**config.mk**
```make
export PLATFORM = sky130hd
export DESIGN_NAME = avalon_mem_arbiter_flat
export DESIGN_NICKNAME = d
export VERILOG_FILES = /design/src/rtl/avalon_mem_pkg.sv /design/src/rtl/avalon_mem_arbiter_if.sv /design/src/rtl/rr_arbiter2.sv /design/src/rtl/avalon_mem_arbiter.sv /design/src/flat_wrapper.sv
export SDC_FILE = /design/constraint.sdc
export NUM_CORES = 1
export LEC_CHECK = 0
export BUFFER_PORTS_ARGS = -buffer_cell sky130_fd_sc_hd__buf_2
export CAP_MARGIN = 20
export CORE_AREA = 2 2 106 108
export CTS_CLUSTER_SIZE = 24
export DETAILED_ROUTE_END_ITERATION = 10
export DIE_AREA = 0 0 108 110
export GPL_ROUTABILITY_DRIVEN = 0
export PLACE_DENSITY = 0.76
export SLEW_MARGIN = 20
export SYNTH_ARGS = -nofsm -noshare
export SYNTH_HDL_FRONTEND = slang
export SYNTH_SLANG_ARGS = --single-unit
```
**constraint.sdc**
```tcl
create_clock -name clk -period 2.7 [get_ports clk]
set_input_delay 0.54 -clock clk [delete_from_list [all_inputs] [get_ports clk]]
set_output_delay 0.54 -clock clk [all_outputs]
set_load 0.03 [all_outputs]
```
**src/rtl/avalon_mem_pkg.sv**
```systemverilog
// rtl/avalon_mem_pkg.sv - shared state/master types and grant constants for the arbiter
package avalon_mem_pkg;

   typedef enum logic [1:0] {
      IDLE  = 2'd0,
      GNT_I = 2'd1,
      GNT_D = 2'd2
   } arb_state_t;

   typedef enum logic {
      INSTR = 1'b0,
      DATA  = 1'b1
   } master_id_t;

   localparam logic [1:0]  GRANT_NONE       = 2'b00;
   localparam logic [1:0]  GRANT_I          = 2'b01;
   localparam logic [1:0]  GRANT_D          = 2'b10;
   localparam logic [31:0] TIMEOUT_READDATA = 32'hDEADBEEF;

   function automatic arb_state_t grant_to_state(input logic [1:0] g);
      case (g)
         GRANT_I: return GNT_I;
         GRANT_D: return GNT_D;
         default: return IDLE;
      endcase
   endfunction

   function automatic logic [1:0] state_to_grant(input arb_state_t s);
      case (s)
         GNT_I:   return GRANT_I;
         GNT_D:   return GRANT_D;
         default: return GRANT_NONE;
      endcase
   endfunction

endpackage

```
**src/rtl/avalon_mem_arbiter_if.sv**
```systemverilog
// rtl/avalon_mem_arbiter_if.sv - fetch, data and memory-side Avalon-MM signals of the arbiter
interface avalon_mem_arbiter_if #(
   parameter int ADDR_W = 32,
   parameter int DATA_W = 32
);
   logic [ADDR_W-1:0]   instr_address;
   logic                instr_read;
   logic                instr_waitrequest;
   logic [DATA_W-1:0]   instr_readdata;

   logic [ADDR_W-1:0]   data_address;
   logic                data_read;
   logic                data_write;
   logic [DATA_W/8-1:0] data_byteenable;
   logic [DATA_W-1:0]   data_writedata;
   logic                data_waitrequest;
   logic [DATA_W-1:0]   data_readdata;

   logic [ADDR_W-1:0]   mem_address;
   logic                mem_read;
   logic                mem_write;
   logic [DATA_W/8-1:0] mem_byteenable;
   logic [DATA_W-1:0]   mem_writedata;
   logic                mem_waitrequest;
   logic [DATA_W-1:0]   mem_readdata;

   // Arbiter view
   modport slave (
      input  instr_address, instr_read,
      input  data_address, data_read, data_write, data_byteenable, data_writedata,
      input  mem_waitrequest, mem_readdata,
      output instr_waitrequest, instr_readdata, data_waitrequest, data_readdata,
      output mem_address, mem_read, mem_write, mem_byteenable, mem_writedata
   );

   // Environment view: CPU masters plus memory
   modport master (
      output instr_address, instr_read,
      output data_address, data_read, data_write, data_byteenable, data_writedata,
      output mem_waitrequest, mem_readdata,
      input  instr_waitrequest, instr_readdata, data_waitrequest, data_readdata,
      input  mem_address, mem_read, mem_write, mem_byteenable, mem_writedata
   );
endinterface

```
**src/rtl/rr_arbiter2.sv**
```systemverilog
// rtl/rr_arbiter2.sv - two-requester picker: round-robin on last_served, or fixed data priority
module rr_arbiter2
   import avalon_mem_pkg::*;
#(
   parameter int DATA_PRIORITY = 0
) (
   input  logic       req_i,
   input  logic       req_d,
   input  master_id_t last_served,
   output logic [1:0] grant
);
   always_comb begin
      grant = GRANT_NONE;
      if (req_i && req_d) begin
         grant = ((DATA_PRIORITY != 0) || (last_served == INSTR)) ? GRANT_D : GRANT_I;
      end else if (req_d) begin
         grant = GRANT_D;
      end else if (req_i) begin
         grant = GRANT_I;
      end
   end
endmodule

```
**src/rtl/avalon_mem_arbiter.sv**
```systemverilog
// rtl/avalon_mem_arbiter.sv - two-master to one-slave Avalon-MM arbiter
// Defining ARB_TIMEOUT_EN adds a stall watchdog and the sticky timeout_err output.
module avalon_mem_arbiter
   import avalon_mem_pkg::*;
#(
   parameter int ADDR_W         = 32,
   parameter int DATA_W         = 32,
   parameter int DATA_PRIORITY  = 0,
   parameter int TIMEOUT_CYCLES = 1024
) (
   input  logic                clk,
   input  logic                reset_n,
   avalon_mem_arbiter_if.slave bus,
`ifdef ARB_TIMEOUT_EN
   output logic                timeout_err,
`endif
   output logic [1:0]          grant
);
   arb_state_t        state_q, state_d;
   master_id_t        last_q, last_d;
   logic [1:0]        grant_q, grant_d;
   logic [DATA_W-1:0] instr_rd_q, instr_rd_d;
   logic [DATA_W-1:0] data_rd_q, data_rd_d;

   logic              req_i, req_d, granted_i, granted_d, gnt_req, other_req;
   logic              done, abort, timeout_hit;
   logic [1:0]        pick_idle, pick_done;
   master_id_t        done_id;
   logic [DATA_W-1:0] rsp_data;

   assign req_i     = bus.instr_read;
   assign req_d     = bus.data_read | bus.data_write;
   assign granted_i = (state_q == GNT_I);
   assign granted_d = (state_q == GNT_D);
   assign gnt_req   = (granted_i & req_i) | (granted_d & req_d);
   assign abort     = (granted_i & ~req_i) | (granted_d & ~req_d);
   assign done      = gnt_req & (~bus.mem_waitrequest | timeout_hit);
   assign other_req = granted_i ? req_d : req_i;
   assign done_id   = granted_d ? DATA : INSTR;
   assign rsp_data  = timeout_hit ? DATA_W'(TIMEOUT_READDATA) : bus.mem_readdata;
   assign grant     = grant_q;

   rr_arbiter2 #(.DATA_PRIORITY(DATA_PRIORITY)) u_pick_idle (
      .req_i(req_i), .req_d(req_d), .last_served(last_q), .grant(pick_idle)
   );

   // Picks the follow-on grant as if the completing master had just been served
   rr_arbiter2 #(.DATA_PRIORITY(DATA_PRIORITY)) u_pick_done (
      .req_i(req_i), .req_d(req_d), .last_served(done_id), .grant(pick_done)
   );

`ifdef ARB_TIMEOUT_EN
   localparam int CNT_W = $clog2(TIMEOUT_CYCLES + 1);
   logic [CNT_W-1:0] cnt_q, cnt_d;
   logic             timeout_err_q, timeout_err_d;

   assign timeout_hit = gnt_req & bus.mem_waitrequest & (cnt_q == CNT_W'(TIMEOUT_CYCLES - 1));
   assign timeout_err = timeout_err_q | timeout_hit;

   always_comb begin
      cnt_d         = cnt_q;
      timeout_err_d = timeout_err_q | timeout_hit;
      if ((state_d != state_q) || done || !gnt_req) begin
         cnt_d = '0;
      end else if (bus.mem_waitrequest) begin
         cnt_d = cnt_q + 1'b1;
      end
   end

   always_ff @(posedge clk or negedge reset_n) begin
      if (!reset_n) begin
         cnt_q         <= '0;
         timeout_err_q <= 1'b0;
      end else begin
         cnt_q         <= cnt_d;
         timeout_err_q <= timeout_err_d;
      end
   end
`else
   logic unused_timeout_cfg;
   assign unused_timeout_cfg = ^TIMEOUT_CYCLES;
   assign timeout_hit        = 1'b0;
`endif

   always_comb begin
      state_d    = state_q;
      last_d     = last_q;
      instr_rd_d = instr_rd_q;
      data_rd_d  = data_rd_q;
      case (state_q)
         IDLE: state_d = grant_to_state(pick_idle);
         GNT_I, GNT_D: begin
            if (abort) begin
               state_d = IDLE;
            end else if (done) begin
               last_d = done_id;
               if (granted_i) instr_rd_d = rsp_data;
               else           data_rd_d  = rsp_data;
               state_d = other_req ? grant_to_state(pick_done) : IDLE;
            end
         end
         default: state_d = IDLE;
      endcase
      grant_d = state_to_grant(state_d);
   end

   always_ff @(posedge clk or negedge reset_n) begin
      if (!reset_n) begin
         state_q    <= IDLE;
         last_q     <= INSTR;
         grant_q    <= GRANT_NONE;
         instr_rd_q <= '0;
         data_rd_q  <= '0;
      end else begin
         state_q    <= state_d;
         last_q     <= last_d;
         grant_q    <= grant_d;
         instr_rd_q <= instr_rd_d;
         data_rd_q  <= data_rd_d;
      end
   end

   // Slave command and responses follow the granted master combinationally
   always_comb begin
      bus.mem_read          = 1'b0;
      bus.mem_write         = 1'b0;
      bus.mem_address       = {ADDR_W{1'b0}};
      bus.mem_byteenable    = '0;
      bus.mem_writedata     = '0;
      bus.instr_waitrequest = 1'b1;
      bus.data_waitrequest  = 1'b1;
      bus.instr_readdata    = instr_rd_q;
      bus.data_readdata     = data_rd_q;
      if (granted_i) begin
         bus.mem_read          = bus.instr_read;
         bus.mem_address       = bus.instr_address;
         bus.mem_byteenable    = '1;
         bus.instr_waitrequest = bus.mem_waitrequest & ~timeout_hit;
         bus.instr_readdata    = rsp_data;
      end else if (granted_d) begin
         bus.mem_read          = bus.data_read & ~bus.data_write;
         bus.mem_write         = bus.data_write;
         bus.mem_address       = bus.data_address;
         bus.mem_byteenable    = bus.data_byteenable;
         bus.mem_writedata     = bus.data_writedata;
         bus.data_waitrequest  = bus.mem_waitrequest & ~timeout_hit;
         bus.data_readdata     = rsp_data;
      end
   end
endmodule
```
**src/flat_wrapper.sv**
```systemverilog
// flat-port wrapper written by rule: the top's interface ports become plain ports
module avalon_mem_arbiter_flat import avalon_mem_pkg::*;
#(
   parameter int ADDR_W         = 32,
   parameter int DATA_W         = 32,
   parameter int DATA_PRIORITY  = 0,
   parameter int TIMEOUT_CYCLES = 1024
)
  (clk, reset_n, grant, bus_instr_address, bus_instr_read, bus_data_address, bus_data_read, bus_data_write, bus_data_byteenable, bus_data_writedata, bus_mem_waitrequest, bus_mem_readdata, bus_instr_waitrequest, bus_instr_readdata, bus_data_waitrequest, bus_data_readdata, bus_mem_address, bus_mem_read, bus_mem_write, bus_mem_byteenable, bus_mem_writedata);
  avalon_mem_arbiter_if #(.ADDR_W(ADDR_W), .DATA_W(DATA_W)) bus_i ();
  input  logic clk;
  input  logic reset_n;
  output logic [1:0] grant;
  input wire logic [$bits(bus_i.instr_address)-1:0] bus_instr_address;
  input wire logic [$bits(bus_i.instr_read)-1:0] bus_instr_read;
  input wire logic [$bits(bus_i.data_address)-1:0] bus_data_address;
  input wire logic [$bits(bus_i.data_read)-1:0] bus_data_read;
  input wire logic [$bits(bus_i.data_write)-1:0] bus_data_write;
  input wire logic [$bits(bus_i.data_byteenable)-1:0] bus_data_byteenable;
  input wire logic [$bits(bus_i.data_writedata)-1:0] bus_data_writedata;
  input wire logic [$bits(bus_i.mem_waitrequest)-1:0] bus_mem_waitrequest;
  input wire logic [$bits(bus_i.mem_readdata)-1:0] bus_mem_readdata;
  output wire logic [$bits(bus_i.instr_waitrequest)-1:0] bus_instr_waitrequest;
  output wire logic [$bits(bus_i.instr_readdata)-1:0] bus_instr_readdata;
  output wire logic [$bits(bus_i.data_waitrequest)-1:0] bus_data_waitrequest;
  output wire logic [$bits(bus_i.data_readdata)-1:0] bus_data_readdata;
  output wire logic [$bits(bus_i.mem_address)-1:0] bus_mem_address;
  output wire logic [$bits(bus_i.mem_read)-1:0] bus_mem_read;
  output wire logic [$bits(bus_i.mem_write)-1:0] bus_mem_write;
  output wire logic [$bits(bus_i.mem_byteenable)-1:0] bus_mem_byteenable;
  output wire logic [$bits(bus_i.mem_writedata)-1:0] bus_mem_writedata;
  assign bus_i.instr_address = bus_instr_address;
  assign bus_i.instr_read = bus_instr_read;
  assign bus_i.data_address = bus_data_address;
  assign bus_i.data_read = bus_data_read;
  assign bus_i.data_write = bus_data_write;
  assign bus_i.data_byteenable = bus_data_byteenable;
  assign bus_i.data_writedata = bus_data_writedata;
  assign bus_i.mem_waitrequest = bus_mem_waitrequest;
  assign bus_i.mem_readdata = bus_mem_readdata;
  assign bus_instr_waitrequest = bus_i.instr_waitrequest;
  assign bus_instr_readdata = bus_i.instr_readdata;
  assign bus_data_waitrequest = bus_i.data_waitrequest;
  assign bus_data_readdata = bus_i.data_readdata;
  assign bus_mem_address = bus_i.mem_address;
  assign bus_mem_read = bus_i.mem_read;
  assign bus_mem_write = bus_i.mem_write;
  assign bus_mem_byteenable = bus_i.mem_byteenable;
  assign bus_mem_writedata = bus_i.mem_writedata;
  avalon_mem_arbiter #(.ADDR_W(ADDR_W), .DATA_W(DATA_W), .DATA_PRIORITY(DATA_PRIORITY), .TIMEOUT_CYCLES(TIMEOUT_CYCLES)) u_core (.clk(clk), .reset_n(reset_n), .bus(bus_i), .grant(grant));
endmodule
```
; ---- After elaboration in Yosys (flattened, before gate mapping)
; Index checks and enable logic that the tools add are counted.
[word_totals]
ff_bits = 69
in_bits = 138
output_inout_bits = 138
wordCells = 64
[op_classes]
n_eq_ne = 8
muxes = 31
bitwise = 15
n_reduce_logical = 5
[op_table]
columns = operator, n
row1 = 2-to-1 mux 32 bit, 7
row2 = 2-to-1 mux 2 bit, 8
row3 = one-hot mux 2 bit (2 select lines), 4
row4 = 2-to-1 mux 1 bit, 10
row5 = "== test 2 x 1 -> 1 bit, second input constant", 4
row6 = "== test 2 bit, second input constant", 4
row7 = 2-to-1 mux 4 bit, 2
row8 = bitwise AND 1 bit, 6
row9 = NOT 1 bit, 6
row10 = AND reduction 4 bit, 1
row11 = bitwise OR 1 bit, 3
row12 = AND reduction 3 bit, 1
row13 = zero test 2 bit, 1
row14 = OR reduction 2 bit, 1
row15 = logical AND 1 bit, 1

; ---- Logic depth before layout (Yosys ltp)
; Gate-level depths: netlist (run 1).
[logic_depth]
word_depth = 12
depth_mapped = 8
ltp_nobuf = 6

; ---- By module
; Synthesis (run 1) repeated with hierarchy kept, for this count alone.
[unflattened]
hier_cells = 337
area_unflattened_um2 = 4275.4
[by_module_without_submodules]
columns = module, instances, cells_each, area_each_um2
row1 = avalon_mem_arbiter, 1, 331, 4237.8
row2 = rr_arbiter2, 2, 3, 18.8

; ---- Worst setup path after synthesis (run 1)
; Ideal clock, no wire load.
[synth_timing]
path_type = register to output
startpoint = reg u_core.state_q[0]
endpoint = out bus_mem_address[26]
t_arrival_ns = 1.974
setup_slack_ns = 0.186
stages_incl_launch_ff = 7
path_buffers = 2
cell_sequence = dfrtp_1 > inv_1 > ha_1 > clkbuf_1 > clkbuf_1 > nand2_1 > o21ai_0
[synth_between]
elab_chain_len = 3
[synth_rtl]
columns = item, line_no
row1 = "start, declared", avalon_mem_arbiter.sv:19  ; arb_state_t state_q, state_d;
row2 = "start signal, assigned", avalon_mem_arbiter.sv:115  ; state_q <= state_d;
row3 = == test 2 bit, avalon_mem_arbiter.sv:34  ; assign granted_d = (state_q == GNT_D);
row4 = 2-to-1 mux 32 bit, avalon_mem_arbiter.sv:140  ; end else if (granted_d) begin
row5 = 2-to-1 mux 32 bit *, avalon_mem_arbiter.sv:134  ; if (granted_i) begin
row6 = "end, declared", flat_wrapper.sv:27  ; output wire logic [$bits(bus_i.mem_address)-1:0] bus_mem_address;
; Every way passes the cells marked *; elsewhere a longest branch is shown, timed or not.

; ---- Final worst setup path (run 1)
[layout_timing]
startpoint = reg u_core.state_q[0]
endpoint = out bus_data_readdata[13]
[layout_between]
elab_chain_len = 3
[layout_rtl]
columns = item, line_no
row1 = == test 2 bit, avalon_mem_arbiter.sv:34
row2 = 2-to-1 mux 32 bit, avalon_mem_arbiter.sv:140
row3 = 2-to-1 mux 32 bit *, avalon_mem_arbiter.sv:134
row4 = "end, declared", flat_wrapper.sv:26  ; output wire logic [$bits(bus_i.data_readdata)-1:0] bus_data_readdata;
; Marked as above.

==> key figures, run 1 <==
Worst setup path
  – CP Launch Point: u_core.state_q[0]
  – Max FO, Critical Path: 14
  – CP endpoint kind: output port
  – R2r startpoint: u_core.state_q[1]
  – CP max-delay cell: dfrtp_2
  – Critical path class: flip-flop to output port
  – WP buf/inv: 4
  – Critical path required time: 2.16 ns
  – Crit start category: flip-flop
  – Critical Path AT: approximately 2.1 ns
  – CP delay by family, top: buffers and inverters
  – Critical Path, Cell by Cell: inv_4, ha_4, nor2b_4, buf_4, buf_16, mux2_2, clkbuf_4
  – Worst reg2reg setup slack: 0.28 ns
  – CP max stage delay: approximately 0.45 ns

Layout
  – Share of layout cells above drive strength 1: 0.661
  – Synthesis-to-finish area growth: 45.3%
  – Most frequent cells in the layout: buf_2 (274), mux2_2 (129), nand2_1 (67), dfrtp_1 (67)
  – Antenna Cells: 0
  – Register area: ~1700 um2
  – Commonest non-fill, non-tap cell in the layout: buf_2
  – Fillers: between 900 and 1k
  – Area of the multi-input gates: ~2400 um2
  – Design area: approximately 6000 um2
  – Nets: around 820

CTS
  – CTS sink count: a little under 70
  – Hold Buf Count CTS: 0
  – Clk root buf: clkbuf_8
  – Worst-path clk slew: about 0.08 ns
  – Worst-Skew Late Latency: approximately 0.33 ns
  – # H-tree levels: 3
  – Total CTS buffers: 9
  – CTS max path bufs: 2
  – CTS tree: yes

Timing
  – RSZ-0062 raised after global routing: yes
  – Slew headroom: 0.531
  – Slew @ Worst Pin: around 0.7 ns
  – Final hold violation count: 0
  – Min Hold Slack: around 0.24 ns
  – Final worst path period need: about 2.6 ns
  – Layout Skew: 0.00609 ns
  – Final worst path period share: 0.975
  – Fmax: roughly 380 MHz
  – Pins Over Slew Limit: 0
  – # setup viols final: 0

Logic synthesis
  – Post-synthesis area per instance: 10.7 um2
  – Largest area contributor in the netlist: dfrtp_1
  – Synth unique cells: 29
  – Synth Cell Area: 4250 um2
  – Synth top area share: 0.406
  – Synth top area cells: dfrtp_1 (41%), mux2_2 (34%), nand2_1 (5.9%), and2_1 (4.9%), o21ai_0 (3.9%)
  – FF+latch count, synth: 69
  – Register area share after synthesis: 0.406
  – Cells after Synth: 398
  – Syn Nets: between 500 and 600
  – Ys Warns: 0

Routing
  – Wire length per cell after detailed routing: around 16 um
  – ANT nets after route: 0
  – 1st-iter DRT viols: 275
  – M1 WL: around 5.3 mm
  – Total number of vias: between 4k and 5k
  – Final WL: around 13 mm
  – Met3 WL: roughly 920 um
  – Uppermost routed layer: met4
  – Routed wl met2: between 6 and 7 mm
  – Pre-antenna DRT Iters: 4
  – Vias per inst: 4.92
  – Drt drc: 0

Place
  – Cell Area, Placed: slightly below 6000 um2
  – Final HPWL DP: 10.0 mm
  – Port buffer count: 275

Hold path
  – Hold Crit Class: primary input to asynchronous set/reset pin

Power and ir drop
  – Peak VDD IR: 704 uV
  – Leak Pwr: roughly 3.3 nW
  – Total power: roughly 0.008 W
  – Pwr Density: about 1300 nW/um2

Floorplan
  – Initial core utilization: 0.397
  – Total die area: around 12000 um2
  – IO Pins: ~280
  – Core area: around 11000 um2
  – Die W: 108 um
  – Overall die height: about 110 um
  – Row cnt: 38

Global routing
  – Initial antenna violation count: 0
  – Largest net degree at the start of global routing: 72
  – Vias in the first global route: between 3k and 4k
  – All-Layer GR Usage: 0.207
  – Global-route wire length before repair: about 19 mm
  – GR Overflow Total: 0

Run
  – Maximum Capacitance Violations: 0

Run status
  – Status: completed
-- state kept, by name, indices dropped and copies added (netlist names) --
register           cells
u_core.data_rd_q      32
u_core.grant           2
u_core.last_q          1
u_core.instr_rd_q     32
u_core.state_q         2
-- worst reg2reg max path: cells and delay by family (launching register included) --
kind | cells | cell delay [ns]
buffers and inverters | 3 | 0.57
DFF | 1 | 0.42
and+or+nand+nor | 2 | 0.41
muxes | 1 | 0.38
AOI/OAI and AO/OA | 1 | 0.31
adders and majority gates | 1 | 0.21
-- stage by stage --
| stage | TNS [ns] | setup WS, ns | std cells | util |
|---|---|---|---|---|
| global route | -0.249 | -0.0232 | 819 | 0.577 |
| global placement | 0 | 0.337 | 795 | 0.542 |
| finish | 0 | 0.0672 | 819 | 0.577 |
| CTS | -0.0568 | -0.00775 | 816 | 0.575 |
| floorplan | 0 | 0.186 | 398 | - |
| detailed placement | 0 | 0.232 | 795 | 0.542 |
-- layout make-up --
type / instances / share of cell area
multi-input cells: 295 / 0.388
flip-flops and latches: 69 / 0.280
repair buffers: 294 / 0.261
clock buffers: 9 / 0.0201
clock inverters: 7 / 0.0184
well taps: 140 / 0.0284
inverters: 5 / 0.00344
-- per-layer routing --
layer | vias up | track usage
met4 | 0 | 0.0641
met5 | - | 0
met2 | 169 | 0.379
li1 | 1939 | -
met3 | 17 | 0.0412
met1 | 1903 | 0.247
-- synthesized netlist by cell type --
cell type  count
mux2_2       129
nor3b_4        1
nand3b_1       1
a211oi_1       2
a311oi_1       1
a21oi_1        1
mux2i_1        1
nand4bb_1      1
buf_2          7
nor2_1         3
o211a_1        1
nand2_1       67
nor3b_1        2
and2_1        33
a2111oi_0      2
ha_1           5
nor2b_1        2
dfrtp_1       69
inv_1          5
a21o_1         5
buf_6          3
clkbuf_1      14
a211oi_2       1
nand2b_1       1
o21ai_0       33
or3b_2         1
a21bo_2        1
a32o_1         1
buf_1          5
-- final timing paths --
path,end,depth (start not counted)
worst max-delay path,bus_data_readdata[13],7
worst min-delay path,u_core.data_rd_q[26],1
worst max register to register,u_core.data_rd_q[8],8
worst min register to register,u_core.instr_rd_q[1],1
max in group asynchronous,u_core.data_rd_q[6],2
min in group clk,u_core.data_rd_q[27],2
-- kinds of logic (layout without fill, tap and decap cells) --
kind of cell / after synthesis / in the layout / share of synthesized area
adder cells (fa/ha/maj): 5 / 5 / 0.0147
AO/OA/AOI/OAI: 48 / 48 / 0.0686
multiplexers: 130 / 130 / 0.344
AND/OR/NAND/NOR: 112 / 112 / 0.129
flip-flops: 69 / 69 / 0.406
buffers and inverters: 34 / 315 / 0.0374
-- where the power goes --
group	total (W)	switching [W]	internal, W
clock network	0.00101	0.000397	0.000610
registers	0.00164	0.000204	0.00144
logic	0.00537	0.00332	0.00206
total	0.00802	0.00392	0.00411
-- what timing repair did --
item,4_1_cts,5_1_grt
gates resized for setup,8,3
setup endpoints to repair,57,32
buffers inserted,3,3
gates cloned,2,0
(Power assumes the default switching activity.)
==> run 2, diff against run 1 <==
CTS_BUF_LIST = sky130_fd_sc_hd__clkbuf_16   (was unset)
RECOVER_POWER = 100   (was unset)
SKIP_CTS_REPAIR_TIMING = 1   (was unset)
==> run 2 against run 1 <==
Compared with the run above:
- the run now ends with max-capacitance violations, max-slew violations left
- register-to-register slack lost 0.13 ns
- critical path depth decreased by 1
- power rose by 2.0%
- final cell count fell by 0.49%
- sequential power about the same
- worst hold slack gained 0.23 ns
- flip-flop and latch count is the same
- clock power increased by 33%
- clock-buffer cell count is the same
- critical path type unchanged
- largest cell class unchanged
- largest power group unchanged
==> key figures, run 2 (same netlist as run 1, synthesis figures left out) <==
Worst setup path
  – Critical Path AT: 2.11 ns (+0.02 ns)
  – Max FO, Critical Path: 28 (+14)
  – CP endpoint kind: output port
  – CP max-delay cell: dfrtp_1
  – Crit start category: flip-flop
  – Critical Path, Cell by Cell: inv_1, ha_4, nor2b_4, buf_12, mux2_2, buf_2
  – CP max stage delay: 0.46 ns (about the same)
  – Critical path required time: 2.16 ns (about the same)
  – Critical path class: flip-flop to output port

Layout
  – Most frequent cells in the layout: buf_2 (261), mux2_2 (129), dfrtp_1 (68)
  – Largest regs: u_core.data_rd_q x32, u_core.instr_rd_q x32
  – Nets: 813 (-0.49%)
  – Synthesis-to-finish area growth: 45.3% (unchanged)
  – Fillers: 948 (+0.96%)
  – Share of layout cells above drive strength 1: 0.634 (-0.0272)
  – Finished Layout Cells: 815 (-0.49%)
  – Design area: 6180 um2 (unchanged)
  – Antenna Cells: 0 (unchanged)
  – Commonest non-fill, non-tap cell in the layout: buf_2

Hold path
  – Hold Crit Class: primary input to flip-flop

Timing
  – Final worst path period need: 2.65 ns (+0.0142 ns)
  – Final worst path period share: 0.980 (+0.00526)
  – Slew @ Worst Pin: 1.68 ns (+0.974 ns)
  – Layout Skew: 0.00410 ns (-0.00199 ns)
  – Slew headroom: -0.118 (-0.650)
  – Final hold violation count: 0 (unchanged)
  – RSZ-0062 raised after global routing: no
  – # setup viols final: 0 (unchanged)
  – Min Hold Slack: 0.470 ns (+0.227 ns)
  – Pins Over Slew Limit: 29 (+29)
  – Fmax: 378 MHz (-0.54%)
  – Slack of the critical path: 0.0530 ns (-0.0142 ns)
  – Setup TNS: 0 ns (unchanged)

Floorplan
  – Total die area: 11900 um2 (unchanged)
  – IO Pins: 276 (unchanged)
  – Initial core utilization: 0.397 (unchanged)
  – Core area: 10700 um2 (unchanged)
  – Die W: 108 um (unchanged)
  – Overall die height: 110 um (unchanged)
  – Row cnt: 38 (unchanged)

Power and ir drop
  – Leak Pwr: 3.27 nW (-1.5%)
  – Peak VDD IR: 775 uV (+10%)
  – Pwr Density: 1320 nW/um2 (+2.0%)

Routing
  – Wire length per cell after detailed routing: 16.2 um (-0.19%)
  – 1st-iter DRT viols: 300 (+9.1%)
  – Total number of vias: 4010 (-0.45%)
  – Drt drc: 0 (unchanged)
  – Pre-antenna DRT Iters: 4 (unchanged)
  – ANT nets after route: 0 (unchanged)
  – Vias per inst: 4.92 (about the same)
  – Final WL: 13.2 mm (-0.68%)

Global routing
  – GR Overflow Total: 0 (unchanged)
  – Largest net degree at the start of global routing: 72 (unchanged)
  – Global-route wire length before repair: 18.7 mm (-1.7%)
  – Vias in the first global route: 3802 (-0.86%)
  – All-Layer GR Usage: 0.204 (-0.00331)
  – Initial antenna violation count: 0 (unchanged)

Place
  – Placed Instances: 795 (unchanged)
  – Cell Area, Placed: 5800 um2 (unchanged)
  – Port buffer count: 275 (unchanged)
  – Post-Place Setup Slack: 0.232 ns (unchanged)
  – Final HPWL DP: 10.0 mm (unchanged)

CTS
  – Clk root buf: clkbuf_16
  – # H-tree levels: 3 (unchanged)
  – Worst-Skew Late Latency: 0.33 ns (about the same)
  – CTS tree: yes
  – Total CTS buffers: 9 (unchanged)
  – CTS max path bufs: 2 (unchanged)
  – CTS sink count: 69 (unchanged)
  – Worst-path clk slew: 0.06 ns (-0.02 ns)

Run
  – Maximum Capacitance Violations: 1 (+1)

Run status
  – Status: finished, violations left
  – Violated checks: max-capacitance violations, max-slew violations
## run 2: cell count changes in the layout (fill, tap and decap cells not counted), moves of 5 or more
cell	delta
buf_2	-13
clkbuf_1	+16
clkbuf_16	+9
buf_4	-5
clkbuf_8	-9
## run 2: per-layer routing
metal  up-vias  part of all wire  global-route usage
met3        19             0.069              0.0423
met1      1898              0.40               0.235
met2       163              0.51               0.376
met5         -                 0                   0
met4         0             0.023              0.0723
li1       1930                 -                   -
## run 2: final timing paths
kind | from | endpoint | slack (ns) | cells after the start
worst max-delay path | u_core.state_q[1] | bus_data_readdata[24] | 0.05 | 6
worst min-delay path | bus_mem_readdata[27] | u_core.data_rd_q[27] | 0.47 | 2
worst max register to register | u_core.state_q[1] | u_core.data_rd_q[13] | 0.15 | 8
worst min register to register | u_core.instr_rd_q[3] | u_core.instr_rd_q[3] | 0.50 | 1
max in group asynchronous | reset_n | u_core.state_q[0] | 0.96 | 1
min in group asynchronous | reset_n | u_core.instr_rd_q[21] | 0.64 | 1
## run 2: final cells by class
class / count / area, um2 / share of cell area
Tap cell: 140 / 175 / 0.0284
Clock buffer: 9 / 225 / 0.0365
Timing Repair Buffer: 290 / 1520 / 0.246
Clock inverter: 7 / 114 / 0.0184
Inverter: 5 / 18.8 / 0.00304
Multi-Input combinational cell: 295 / 2400 / 0.388
Sequential cell: 69 / 1730 / 0.280
## run 2: metrics by stage
step | utilization | power [W]
2_1_floorplan | - | 0.00538
3_3_place_gp | 0.542 | 0.00670
6_report | 0.577 | 0.00818
5_1_grt | 0.577 | 0.00860
4_1_cts | 0.574 | 0.00820
3_5_place_dp | 0.542 | 0.00681
## run 2: report_power, final
group / switching (W) / internal, W
logic: 0.00329 / 0.00191
registers: 0.000210 / 0.00144
clock network: 0.000441 / 0.000898
## run 2: worst max-delay path, delay by kind of cell, from the launching register on
kind | cells | cell delay (ns)
buffers and inverters | 3 | 0.51
and+or+nand+nor | 1 | 0.18
adders and majority gates | 1 | 0.23
DFF | 1 | 0.46
muxes | 1 | 0.38
